===== src/rtl/melody_sequencer_pkg.sv =====
// rtl/melody_sequencer_pkg.sv - shared types, field positions and default song for the melody sequencer
package melody_sequencer_pkg;

    typedef enum logic [2:0] {
        S_IDLE  = 3'd0,
        S_LOAD  = 3'd1,
        S_SCALE = 3'd2,
        S_NOTE  = 3'd3,
        S_GAP   = 3'd4
    } state_t;

    // Song entry layout: {octave[1:0], note[2:0], dur[2:0]}
    localparam int OCT_MSB  = 7;
    localparam int OCT_LSB  = 6;
    localparam int NOTE_MSB = 5;
    localparam int NOTE_LSB = 3;
    localparam int DUR_MSB  = 2;
    localparam int DUR_LSB  = 0;

    localparam logic [1:0] OCT_END    = 2'd3;
    localparam logic [3:0] SCALE_BASE = 4'hA;

    // Wide enough for 8 duration units at the default tick length
    localparam int CNT_W = 26;

    // Default song: mid-octave C-major up, high C held, back down, then end marker
    function automatic logic [7:0] song_entry(input int unsigned i);
        if (i < 7)
            return {2'd1, 3'(i + 1), 3'd1};
        else if (i == 7)
            return {2'd2, 3'd1, 3'd3};
        else if (i < 15)
            return {2'd1, 3'(15 - i), 3'd1};
        else
            return {OCT_END, 3'd0, 3'd0};
    endfunction

endpackage


===== src/rtl/melody_rom.sv =====
// rtl/melody_rom.sv - song ROM with one-cycle synchronous read
module melody_rom
    import melody_sequencer_pkg::*;
#(
    parameter int unsigned               SONG_LEN   = 32,
    parameter bit                        CUSTOM_ROM = 1'b0,
    parameter logic [8*SONG_LEN-1:0]     ROM_INIT   = '0
) (
    input  logic                          clk,
    input  logic [$clog2(SONG_LEN)-1:0]   addr,
    output logic [7:0]                    data
);

    // Registered read; a custom image (entry 0 in the low byte) replaces the built-in song
    always_ff @(posedge clk) begin
        if (CUSTOM_ROM)
            data <= ROM_INIT[{addr, 3'b000} +: 8];
        else
            data <= song_entry(32'(addr));
    end

endmodule


===== src/rtl/melody_sequencer.sv =====
// rtl/melody_sequencer.sv - autoplay engine and keypad arbiter driving the tone generator
module melody_sequencer
    import melody_sequencer_pkg::*;
#(
    parameter int unsigned               TICK_CYC   = 6_250_000,
    parameter int unsigned               GAP_CYC    = 1_000_000,
    parameter int unsigned               SONG_LEN   = 32,
    parameter bit                        CUSTOM_ROM = 1'b0,
    parameter logic [8*SONG_LEN-1:0]     ROM_INIT   = '0
) (
    input  logic                          clk,
    input  logic                          sys_rst,
    input  logic                          start,
    input  logic                          stop,
    input  logic                          pause,
    input  logic                          loop_en,
    input  logic                          man_pressed,
    input  logic [3:0]                    man_data,
    output logic                          kb_pressed,
    output logic [3:0]                    kb_data,
    output logic                          busy,
    output logic [$clog2(SONG_LEN)-1:0]   note_idx,
    output logic                          done
);

    localparam int IDX_W = $clog2(SONG_LEN);
    localparam logic [CNT_W-1:0] TICK_LEN = CNT_W'(TICK_CYC);
    localparam logic [CNT_W-1:0] GAP_LAST = CNT_W'(GAP_CYC - 1);
    localparam logic [IDX_W-1:0] IDX_LAST = IDX_W'(SONG_LEN - 1);

    state_t             state, state_n;
    logic [IDX_W-1:0]   idx, idx_n;
    logic [CNT_W-1:0]   cnt, cnt_n;
    logic [3:0]         kb_data_n;
    logic               kb_pressed_n;
    logic               done_n;
    logic               end_song;

    logic [7:0]         entry;
    logic [1:0]         oct;
    logic [2:0]         note;
    logic [2:0]         dur;
    logic [CNT_W-1:0]   note_last;
    logic               override;

    // ROM is addressed with the next index so the entry is already valid during LOAD
    melody_rom #(
        .SONG_LEN   (SONG_LEN),
        .CUSTOM_ROM (CUSTOM_ROM),
        .ROM_INIT   (ROM_INIT)
    ) u_rom (
        .clk  (clk),
        .addr (idx_n),
        .data (entry)
    );

    assign oct       = entry[OCT_MSB:OCT_LSB];
    assign note      = entry[NOTE_MSB:NOTE_LSB];
    assign dur       = entry[DUR_MSB:DUR_LSB];
    assign note_last = (CNT_W'(dur) + CNT_W'(1)) * TICK_LEN - CNT_W'(1);

    // A live note key (1-7) takes the generator away from the autoplay engine
    assign override  = man_pressed && (man_data != 4'd0) && !man_data[3];

    assign busy      = (state != S_IDLE);
    assign note_idx  = idx;

    // State, index, counter and registered generator outputs
    always_ff @(posedge clk or posedge sys_rst) begin
        if (sys_rst) begin
            state      <= S_IDLE;
            idx        <= '0;
            cnt        <= '0;
            kb_data    <= 4'h0;
            kb_pressed <= 1'b0;
            done       <= 1'b0;
        end else begin
            state      <= state_n;
            idx        <= idx_n;
            cnt        <= cnt_n;
            kb_data    <= kb_data_n;
            kb_pressed <= kb_pressed_n;
            done       <= done_n;
        end
    end

    // Next state plus the generator outputs that take effect with it
    always_comb begin
        state_n      = state;
        idx_n        = idx;
        cnt_n        = cnt;
        kb_data_n    = kb_data;
        kb_pressed_n = kb_pressed;
        done_n       = 1'b0;
        end_song     = 1'b0;

        if (state == S_IDLE) begin
            kb_data_n    = man_data;
            kb_pressed_n = man_pressed;
            if (start && !stop) begin
                state_n      = S_LOAD;
                idx_n        = '0;
                cnt_n        = '0;
                kb_data_n    = 4'h0;
                kb_pressed_n = 1'b0;
            end
        end else if (stop) begin
            state_n      = S_IDLE;
            cnt_n        = '0;
            kb_data_n    = 4'h0;
            kb_pressed_n = 1'b0;
        end else if (override) begin
            state_n      = S_IDLE;
            cnt_n        = '0;
            kb_data_n    = man_data;
            kb_pressed_n = man_pressed;
        end else begin
            case (state)
                S_LOAD: begin
                    kb_data_n    = 4'h0;
                    kb_pressed_n = 1'b0;
                    if (oct == OCT_END) begin
                        end_song = 1'b1;
                    end else begin
                        state_n   = S_SCALE;
                        kb_data_n = SCALE_BASE + {2'b00, oct};
                    end
                end
                S_SCALE: begin
                    state_n      = S_NOTE;
                    cnt_n        = '0;
                    kb_data_n    = {1'b0, note};
                    kb_pressed_n = 1'b1;
                end
                S_NOTE: begin
                    if (pause) begin
                        kb_pressed_n = 1'b0;
                    end else if (cnt == note_last) begin
                        state_n      = S_GAP;
                        cnt_n        = '0;
                        kb_data_n    = 4'h0;
                        kb_pressed_n = 1'b0;
                    end else begin
                        cnt_n        = cnt + CNT_W'(1);
                        kb_pressed_n = 1'b1;
                    end
                end
                S_GAP: begin
                    kb_data_n    = 4'h0;
                    kb_pressed_n = 1'b0;
                    if (!pause) begin
                        if (cnt == GAP_LAST) begin
                            cnt_n = '0;
                            idx_n = idx + IDX_W'(1);
                            if (idx == IDX_LAST)
                                end_song = 1'b1;
                            else
                                state_n = S_LOAD;
                        end else begin
                            cnt_n = cnt + CNT_W'(1);
                        end
                    end
                end
                default: begin
                    state_n      = S_IDLE;
                    kb_data_n    = 4'h0;
                    kb_pressed_n = 1'b0;
                end
            endcase

            if (end_song) begin
                cnt_n        = '0;
                kb_data_n    = 4'h0;
                kb_pressed_n = 1'b0;
                if (loop_en) begin
                    idx_n   = '0;
                    state_n = S_LOAD;
                end else begin
                    state_n = S_IDLE;
                    done_n  = 1'b1;
                end
            end
        end
    end

endmodule


===== config.mk =====
export PLATFORM = sky130hd
export DESIGN_NAME = melody_sequencer
export DESIGN_NICKNAME = d
export VERILOG_FILES = /design/src/rtl/melody_sequencer_pkg.sv /design/src/rtl/melody_rom.sv /design/src/rtl/melody_sequencer.sv
export SDC_FILE = /design/constraint.sdc
export NUM_CORES = 1
export LEC_CHECK = 0
export BUFFER_PORTS_ARGS = -buffer_cell sky130_fd_sc_hd__buf_2
export CORE_MARGIN = 2
export CORE_UTILIZATION = 57
export CTS_CLUSTER_SIZE = 12
export DETAILED_ROUTE_END_ITERATION = 10
export PLACE_DENSITY_LB_ADDON = 0.25
export SLEW_MARGIN = 20
export SYNTH_ARGS = -nofsm -noshare
export SYNTH_HDL_FRONTEND = slang
export SYNTH_HIERARCHICAL = 1
export SYNTH_SLANG_ARGS = --single-unit

===== constraint.sdc =====
create_clock -name clk -period 5.01 [get_ports clk]
set_clock_uncertainty 0.2 [all_clocks]
set_input_delay 0.501 -clock clk [delete_from_list [all_inputs] [get_ports clk]]
set_output_delay 0.501 -clock clk [all_outputs]
set_load 0.005 [all_outputs]

Word-level counts from Yosys, hierarchy flattened
Cells that the tools add are included.

Add/subtract/negate cells: 7. $mul: 1. Magnitude comparators: 2. Equal/unequal tests: 16. Mux-type cells: 65. Reductions and logical operators: 13.

Operator list (number): $mux 26 (9); $pmux 26 s3 (1); $mux 5 (9); $ne 6x6->1 const B (6); $mux 3 (11); $mux 4 (8); $add 26x1->26 const B (1); $eq 26x20->1 const B (1); $eq 26x26->1 (1); $sub 26x1->26 const B (1); $mul 4x19->22 const B (1); $mux 1 (20); $mux 8 (2); $pmux 3 s4 (1); $pmux 4 s3 (1); $reduce_and 7->1 (1); $reduce_bool 7->1 (1); $eq 3x2->1 const B (2); $mux 6 (1); $add 5x1->5 const B (1); $eq 5x3->1 const B (1); $eq 5x5->1 const B (1); $lt 5x3->1 const B (1); $lt 5x4->1 const B (1); 17 further kinds (21).

Register bits after elaboration: 48. Bits of input ports: 11.

Logic depth before layout (Yosys ltp)
Gate-level depths: netlist of the first run.

Depth in word-level cells: 16. Depth in mapped cells: 20. Depth with buffers taken out: 17.

By module
The synthesis of the first run kept the hierarchy.

By module, submodules not included: melody_sequencer (times used 1, cells an instance 543, area each 4285.4 um2, sequential area each 1001.0 um2); melody_rom (times used 1, cells an instance 25, area each 266.5 um2, sequential area each 140.1 um2).

Least setup slack after synthesis of the first run
OpenSTA, ideal clock, no wires.

Kind: register to register. Start point: reg u_rom.data[0]. End point: reg cnt[10]. Arrival: 5.070 ns. Data required time: 4.678 ns. Slack: -0.391 ns. Cell stages (with the launch flop): 19. Path through: dfxtp_1 > clkbuf_1 > inv_2 > ha_1 > inv_1 > fa_1 > xor2_1 > ha_1 > fa_1 > and3_1 > o221a_2 > nor2_1 > xnor3_1 > a221o_1 > o41ai_4 > o311ai_4 > buf_2 > o211ai_1 > o211ai_2.

Word-level cells in the longest chain between the ends: 11.

Ends and longest elaborated chain: from (decl) (RTL line melody_rom.sv:11) `output logic [7:0] data`; from (signal assigned) (RTL line melody_rom.sv:17) `data <= ROM_INIT[{addr, 3'b000} +: 8];`; from (signal assigned) (RTL line melody_rom.sv:19) `data <= song_entry(32'(addr));`; $add 3x1->4 (RTL line melody_sequencer.sv:60) `assign note_last = (CNT_W'(dur) + CNT_W'(1)) * TICK_LEN - CNT_W'(1);`; $mul 4x19->22 (RTL line melody_sequencer.sv:60); $sub 26x1->26 (RTL line melody_sequencer.sv:60); $eq 26x26->1 (RTL line melody_sequencer.sv:138) `end else if (cnt == note_last) begin`; $mux 26 (RTL line melody_sequencer.sv:138); $mux 26 (RTL line melody_sequencer.sv:136) `if (pause) begin`; $pmux 26 s3 (RTL line melody_sequencer.sv:118) `case (state)`; $mux 26 (RTL line melody_sequencer.sv:171) `if (end_song) begin`; $mux 26 (RTL line melody_sequencer.sv:112) `end else if (override) begin`; $mux 26 (RTL line melody_sequencer.sv:107) `end else if (stop) begin`; $mux 26 (RTL line melody_sequencer.sv:97) `if (state == S_IDLE) begin`; to (signal assigned) (RTL line melody_sequencer.sv:80) `cnt <= cnt_n;`; to (decl) (RTL line melody_sequencer.sv:33) `logic [CNT_W-1:0] cnt, cnt_n;`.

Every way passes these cells. The select of a mux whose other input is x is not followed. A chain may end at the register's enable or synchronous reset.

Worst setup path after layout of the first run
Start point: reg u_rom.data[1]. End point: reg cnt[15].

The elaborated chain is that of the path after synthesis.

==> results of run 1 <==
-- what timing repair did --
item	in CTS	in global routing
pin swaps	8	20
setup buffers	2	7
cloned	1	1
hold buffers	0	0
setup endpoints to repair	13	29
gates resized for setup	11	36
-- worst min-delay path by stage --
stage / to / slack [ns] / cells past startpoint
finish: cnt[18] / 0.11 / 3
global route: cnt[18] / 0.18 / 3
CTS: cnt[16] / 0.13 / 3
detailed placement: kb_data[1] / 0.33 / 2
global placement: cnt[0] / 0.32 / 1
floorplan: cnt[0] / 0.29 / 1
-- final cells by class --
| class | instances | area, um2 |
|---|---|---|
| Tap cell | 102 | 128 |
| Sequential cell | 47 | 1150 |
| Fill cell | 636 | 2370 |
| Timing Repair Buffer | 62 | 448 |
| Clock buffer | 6 | 82.6 |
| Clock inverter | 2 | 35.0 |
| Multi-Input combinational cell | 463 | 3420 |
| Inverter | 24 | 90.1 |
-- through the flow --
step	total power [W]	util	cell area (um2)
after global placement	0.000998	0.635	4910
after CTS	0.00134	0.659	5090
after floorplan	0.000852	-	4590
final	0.00137	0.693	5350
after global routing	0.00145	0.693	5350
after detailed placement	0.00101	0.635	4910
-- cell usage in the layout (no fill, tap or decap), types with 16 or more instances in the layout --
cell,synthesis,routed
inv_1,23,20
dfrtp_1,40,40
nand2_1,84,84
nor2_1,47,45
ha_1,30,18
buf_2,4,22
buf_4,1,36
nand3_1,27,27
xnor2_1,17,16
-- synthesized netlist by cell type, drive strengths merged, types with 11 or more instances --
cell type	count
nand3	27
nor3	14
or3	11
nand4	15
nand2	84
and2	12
o221ai	13
inv	24
dfrtp	40
a21oi	17
ha	30
o211ai	20
xnor2	17
nor2	47
xor2	14
o21ai	23
clkbuf	27
-- cells by family after synthesis --
logic type,Yosys count,synth area share
AO/OA/AOI/OAI,139,0.242
flip-flops,47,0.251
other,1,0.000824
buffers and inverters,58,0.0514
XOR/XNOR,33,0.0695
multiplexers,1,0.00247
AND/OR/NAND/NOR,253,0.274
adder cells (fa/ha/maj),36,0.109
-- power groups by stage --
stage | combinational (W) | clock [W] | sequential, W
final | 0.000623 | 0.000294 | 0.000456
after global routing | 0.000677 | 0.000314 | 0.000464
after CTS | 0.000585 | 0.000295 | 0.000456
after detailed placement | 0.000546 | 0 | 0.000464
after global placement | 0.000537 | 0 | 0.000461
after floorplan | 0.000417 | 0 | 0.000435
-- state kept, by name, summed over array words and instances, names as in the netlist --
name	cells
cnt	26
done	1
kb_data	4
kb_pressed	1
note_idx	5
state	3
u_rom/data	7
-- worst reg2reg max path, delay by kind of cell, from the launching register on --
kind	cells	cell delay, ns
buffers and inverters	4	0.60
XOR/XNOR	3	0.49
flip-flops	1	0.35
AO/OA/AOI/OAI	8	1.80
adder cells (fa/ha/maj)	4	1.08
AND/OR/NAND/NOR	1	0.33
-- routing by layer --
metal	GRT usage	wire (um)
met2	0.521	6550
met3	0.0282	631
met1	0.393	5380
met5	0	13
met4	0.104	409
==> impl_metrics.toml, run 1 <==
[outcome]
status = "completed"

[worst_setup_path]
r2r_end = "cnt[15]"
worst-path-stages = 20
cp_top_family = "compound AO/OA/AOI/OAI gates"
worstRegToRegCells = 20
crit_buf_inv = 4
cp.required_ns = 4.99
path_cells = "buf_4 > ha_4 > xor2_2 > inv_2 > fa_2 > buf_4 > xnor2_1 > ha_1 > or2_2 > ha_4 > a21oi_1 > o41ai_2 > a221oi_1 > xnor2_1 > o211ai_1 > o41ai_4 > o311ai_4 > o21ai_4 > clkbuf_16 > o211ai_2"
cp_slowest_cell = "fa_2"
critical_path_class = "reg2reg"
r2r-start = "u_rom/data[1]"
path_max_fanout = 7
worstSetupStartpoint = "u_rom/data[1]"
endpoint = "cnt[15]"
r2r_slack_ns = 0.03
start_kind = "flip-flop"
cp_data_arrival_time_ns = 4.96
end_kind = "flip-flop"
cp_slowest_stage_delay_ns = 0.48

[synth]
netlist_instances = 568
synth-async-reset-ratio = 0.851
yosysUniqueCellTypes = 80
yosys_register_bits = 47
syn_avg_cell_area_um2 = 8.01
ys.flop_type = "dfrtp_1"
synth_edf_count = 0
yosysWarningCount = 6
netlist.area_leader.share = 0.220
syn_nets = 615
syn_area_um2 = 4550
synth_top_cell_by_area = "dfrtp_1"
yosysSeqAreaShare = 0.251
yosys-top-cells-area = "dfrtp_1, ha_1, nand2_1"

[sta]
slew_violations = 0
slew_headroom = 0.353
tightest_slew_ns = 0.971
worst_hold_slack_ns = 0.112
rsz0062_at_grt = "yes"
finalHoldViolations = 0
clock.fmax_mhz = 201
fin_ws_ns = 0.0325
finalCriticalPeriod_ns = 4.98
finalSetupViolCount = 0
finalCritPeriodShare = 0.994
finalSetupTns_ns = 0

[finish]
n_antenna_cell = 0
area_growth_pct = 17.6
layoutNonFillerInstCount = 706
drive_above_1_share = 0.219
final_nets = 650

[cts]
cts_sinks = 47
clk_path_buf_depth = 2
cts_tree = "yes"
cts_root_buf = "clkbuf_8"
htreeDepth = 2
worstSkewPairLatency_ns = 0.30
cts_buffers = 5
clkTransAtPathRegs_ns = 0.09

[power]
seqPwrFrac = 0.332
p_leak_nw = 2.35
p_int_w = 0.000811
ir_worst_vdd_uv = 241
p_comb_frac = 0.453
powerDensity_nw_per_um2 = 256
sw_frac_of_total = 0.409
p_sw_w = 0.000562
p_clk_frac = 0.214

[die]
rows = 32
boundaryPins = 23
fp.dieW_um = 93.4
dieArea_um2 = 8720
die_h_um = 93.4
core_area_um2 = 7730
initial_core_util = 0.589

[placement]
dp_hpwl_mm = 9.35
port-buffer-count = 22
place_congestion = 0.936
place_ws_ns = -0.0430
post-place-cells = 688

[drt]
dr.pass1.iters = 5
drt-initial-drc-count = 357
drc = 0
avgViaCountPerCell = 6.40
ant_nets = 0
via_count = 4521
wire_per_inst_um = 18.4
wl_mm = 13.0

[global_route]
grt.total_usage = 0.301
grt_max_degree = 41
grt_pass1_vias = 4211
antenna_found_initial = 1
grt_pass1_wl_mm = 20.9
grt_overflow = 0

[hold_path]
hold_class = "in2async"

[job]
max_cap_viol_count = 0
No activity file was read; power rests on OpenSTA's default activity.
==> run 2, diff against run 1 <==
--- a/config.mk
+++ b/config.mk
@@ -7,9 +7,10 @@
 export LEC_CHECK = 0
 export BUFFER_PORTS_ARGS = -buffer_cell sky130_fd_sc_hd__buf_2
 export CORE_MARGIN = 2
-export CORE_UTILIZATION = 57
+export CORE_UTILIZATION = 50
 export CTS_CLUSTER_SIZE = 12
 export DETAILED_ROUTE_END_ITERATION = 10
+export HOLD_SLACK_MARGIN = 0.1
 export PLACE_DENSITY_LB_ADDON = 0.25
 export SLEW_MARGIN = 20
 export SYNTH_ARGS = -nofsm -noshare
==> impl_metrics.toml, run 2 (synthesis gave the netlist of run 1 again) <==
[outcome]
status = "completed"

[placement]
place_congestion = 0.876
dp_hpwl_mm = 9.41
port-buffer-count = 22
place_area_um2 = 4910
place_ws_ns = -0.0387

[power]
powerDensity_nw_per_um2 = 256
ir_worst_vdd_uv = 175
p_leak_nw = 2.33
total_power_w = 0.00137

[drt]
drc = 0
via_count = 4506
wire_per_inst_um = 18.5
wl_mm = 13.1
drt-initial-drc-count = 347
ant_nets = 0
avgViaCountPerCell = 6.36
dr.pass1.iters = 5

[sta]
clock.fmax_mhz = 201
finalCriticalPeriod_ns = 4.99
fin_ws_ns = 0.0229
worst_hold_slack_ns = 0.112
tightest_slew_ns = 0.997
finalSetupViolCount = 0
slew_violations = 0
finalCritPeriodShare = 0.995
finalHoldViolations = 0
rsz0062_at_grt = "yes"
slew_headroom = 0.335

[die]
fp.dieW_um = 99.4
die_h_um = 99.4
initial_core_util = 0.519
boundaryPins = 23
rows = 34
core_area_um2 = 8760
dieArea_um2 = 9880

[cts]
cts_sinks = 47
clk_path_buf_depth = 2
cts_tree = "yes"
clkTransAtPathRegs_ns = 0.10
hold_buffers = 0
cts_buffers = 5
worstSkewPairLatency_ns = 0.30
htreeDepth = 2
cts_root_buf = "clkbuf_8"

[global_route]
grt.total_usage = 0.259
antenna_found_initial = 0
grt_overflow = 0
grt_max_degree = 41
grt_pass1_wl_mm = 20.9
grt_pass1_vias = 4203

[finish]
fin_util = 0.612
top_register = "cnt"
area_growth_pct = 17.7
final_common_cell = "nand2_1"
final_nets = 646
final_cell_mix = "nand2_1, nor2_1, dfrtp_1, buf_4, nand3_1"
drive_above_1_share = 0.213
final_area_um2 = 5360
largest_reg_flops = 26
n_antenna_cell = 0

[worst_setup_path]
cp_top_family = "compound AO/OA/AOI/OAI gates"
path_max_fanout = 14
worst-path-stages = 17
crit_buf_inv = 3
cp_slowest_cell = "fa_2"
cp.required_ns = 5.03
start_kind = "flip-flop"
path_cells = "buf_6 > ha_4 > inv_2 > fa_2 > xor2_2 > ha_4 > fa_2 > and3_4 > o221a_4 > or3_1 > a21o_1 > a311oi_2 > xnor2_2 > o311ai_4 > o21ai_2 > buf_12 > o311ai_4"
end_kind = "flip-flop"
worstRegToRegCells = 17
cp_slowest_stage_delay_ns = 0.58
critical_path_class = "reg2reg"
cp_data_arrival_time_ns = 5.00

[job]
max_cap_viol_count = 0

[hold_path]
hold_class = "in2async"
==> run 2: cell count changes in the layout (fill, tap and decap cells not counted), moves of 2 or more <==
cell,previous run,this run
ha_2,3,1
clkinv_4,0,2
buf_4,36,31
nor2_2,0,2
ha_4,9,11
==> run 2: what timing repair did <==
action / in CTS / in global routing
pin swaps: 3 / 23
cloned: 0 / 2
gates resized for setup: 3 / 43
setup endpoints to repair: 1 / 29
setup buffers: 0 / 6
==> run 2: final cells by class <==
| type | instances | area [um2] |
|---|---|---|
| multi-input cells | 463 | 3450 |
| fillers | 768 | 3400 |
| flip-flops and latches | 47 | 1150 |
| repair buffers | 58 | 444 |
| well taps | 108 | 135 |
| inverters | 24 | 90.1 |
| clock buffers | 6 | 72.6 |
| clock inverters | 2 | 17.5 |
==> run 2: metrics by stage <==
| step | setup TNS [ns] | std cells |
|---|---|---|
| 2_1_floorplan | 0 | 568 |
| 3_3_place_gp | 0 | 692 |
| 3_5_place_dp | -0.0387 | 692 |
| 4_1_cts | 0 | 700 |
| 5_1_grt | -1.60 | 708 |
| 6_report | 0 | 708 |
==> run 2: where the power goes <==
group | switching (W) | internal [W]
clock | 0.000137 | 0.000101
combinational | 0.000399 | 0.000278
sequential | 0.0000531 | 0.000406
==> run 2: worst paths after layout <==
kind	from	endpoint	slack [ns]
min in group clk	loop_en	done	0.18
max in group asynchronous	sys_rst	cnt[24]	4.13
worst max-delay path	u_rom/data[1]	cnt[2]	0.02
worst min-delay path	sys_rst	cnt[1]	0.11
worst max register to register	u_rom/data[1]	cnt[2]	0.02
worst min register to register	cnt[0]	cnt[0]	0.35
==> run 2: worst reg2reg max path: stages (launching register included) <==
cell,delay [ns]
dfxtp_4,0.37
buf_6,0.13
ha_4,0.29
inv_2,0.05
fa_2,0.58
xor2_2,0.19
ha_4,0.24
fa_2,0.36
and3_4,0.19
o221a_4,0.24
or3_1,0.34
a21o_1,0.19
a311oi_2,0.35
xnor2_2,0.16
o311ai_4,0.50
o21ai_2,0.13
buf_12,0.18
o311ai_4,0.22
==> run 2: routing by layer <==
layer,GRT usage,wire (um)
met1,0.378,5920
met2,0.398,6160
met3,0.0351,703
met4,0.0854,329
met5,0,0
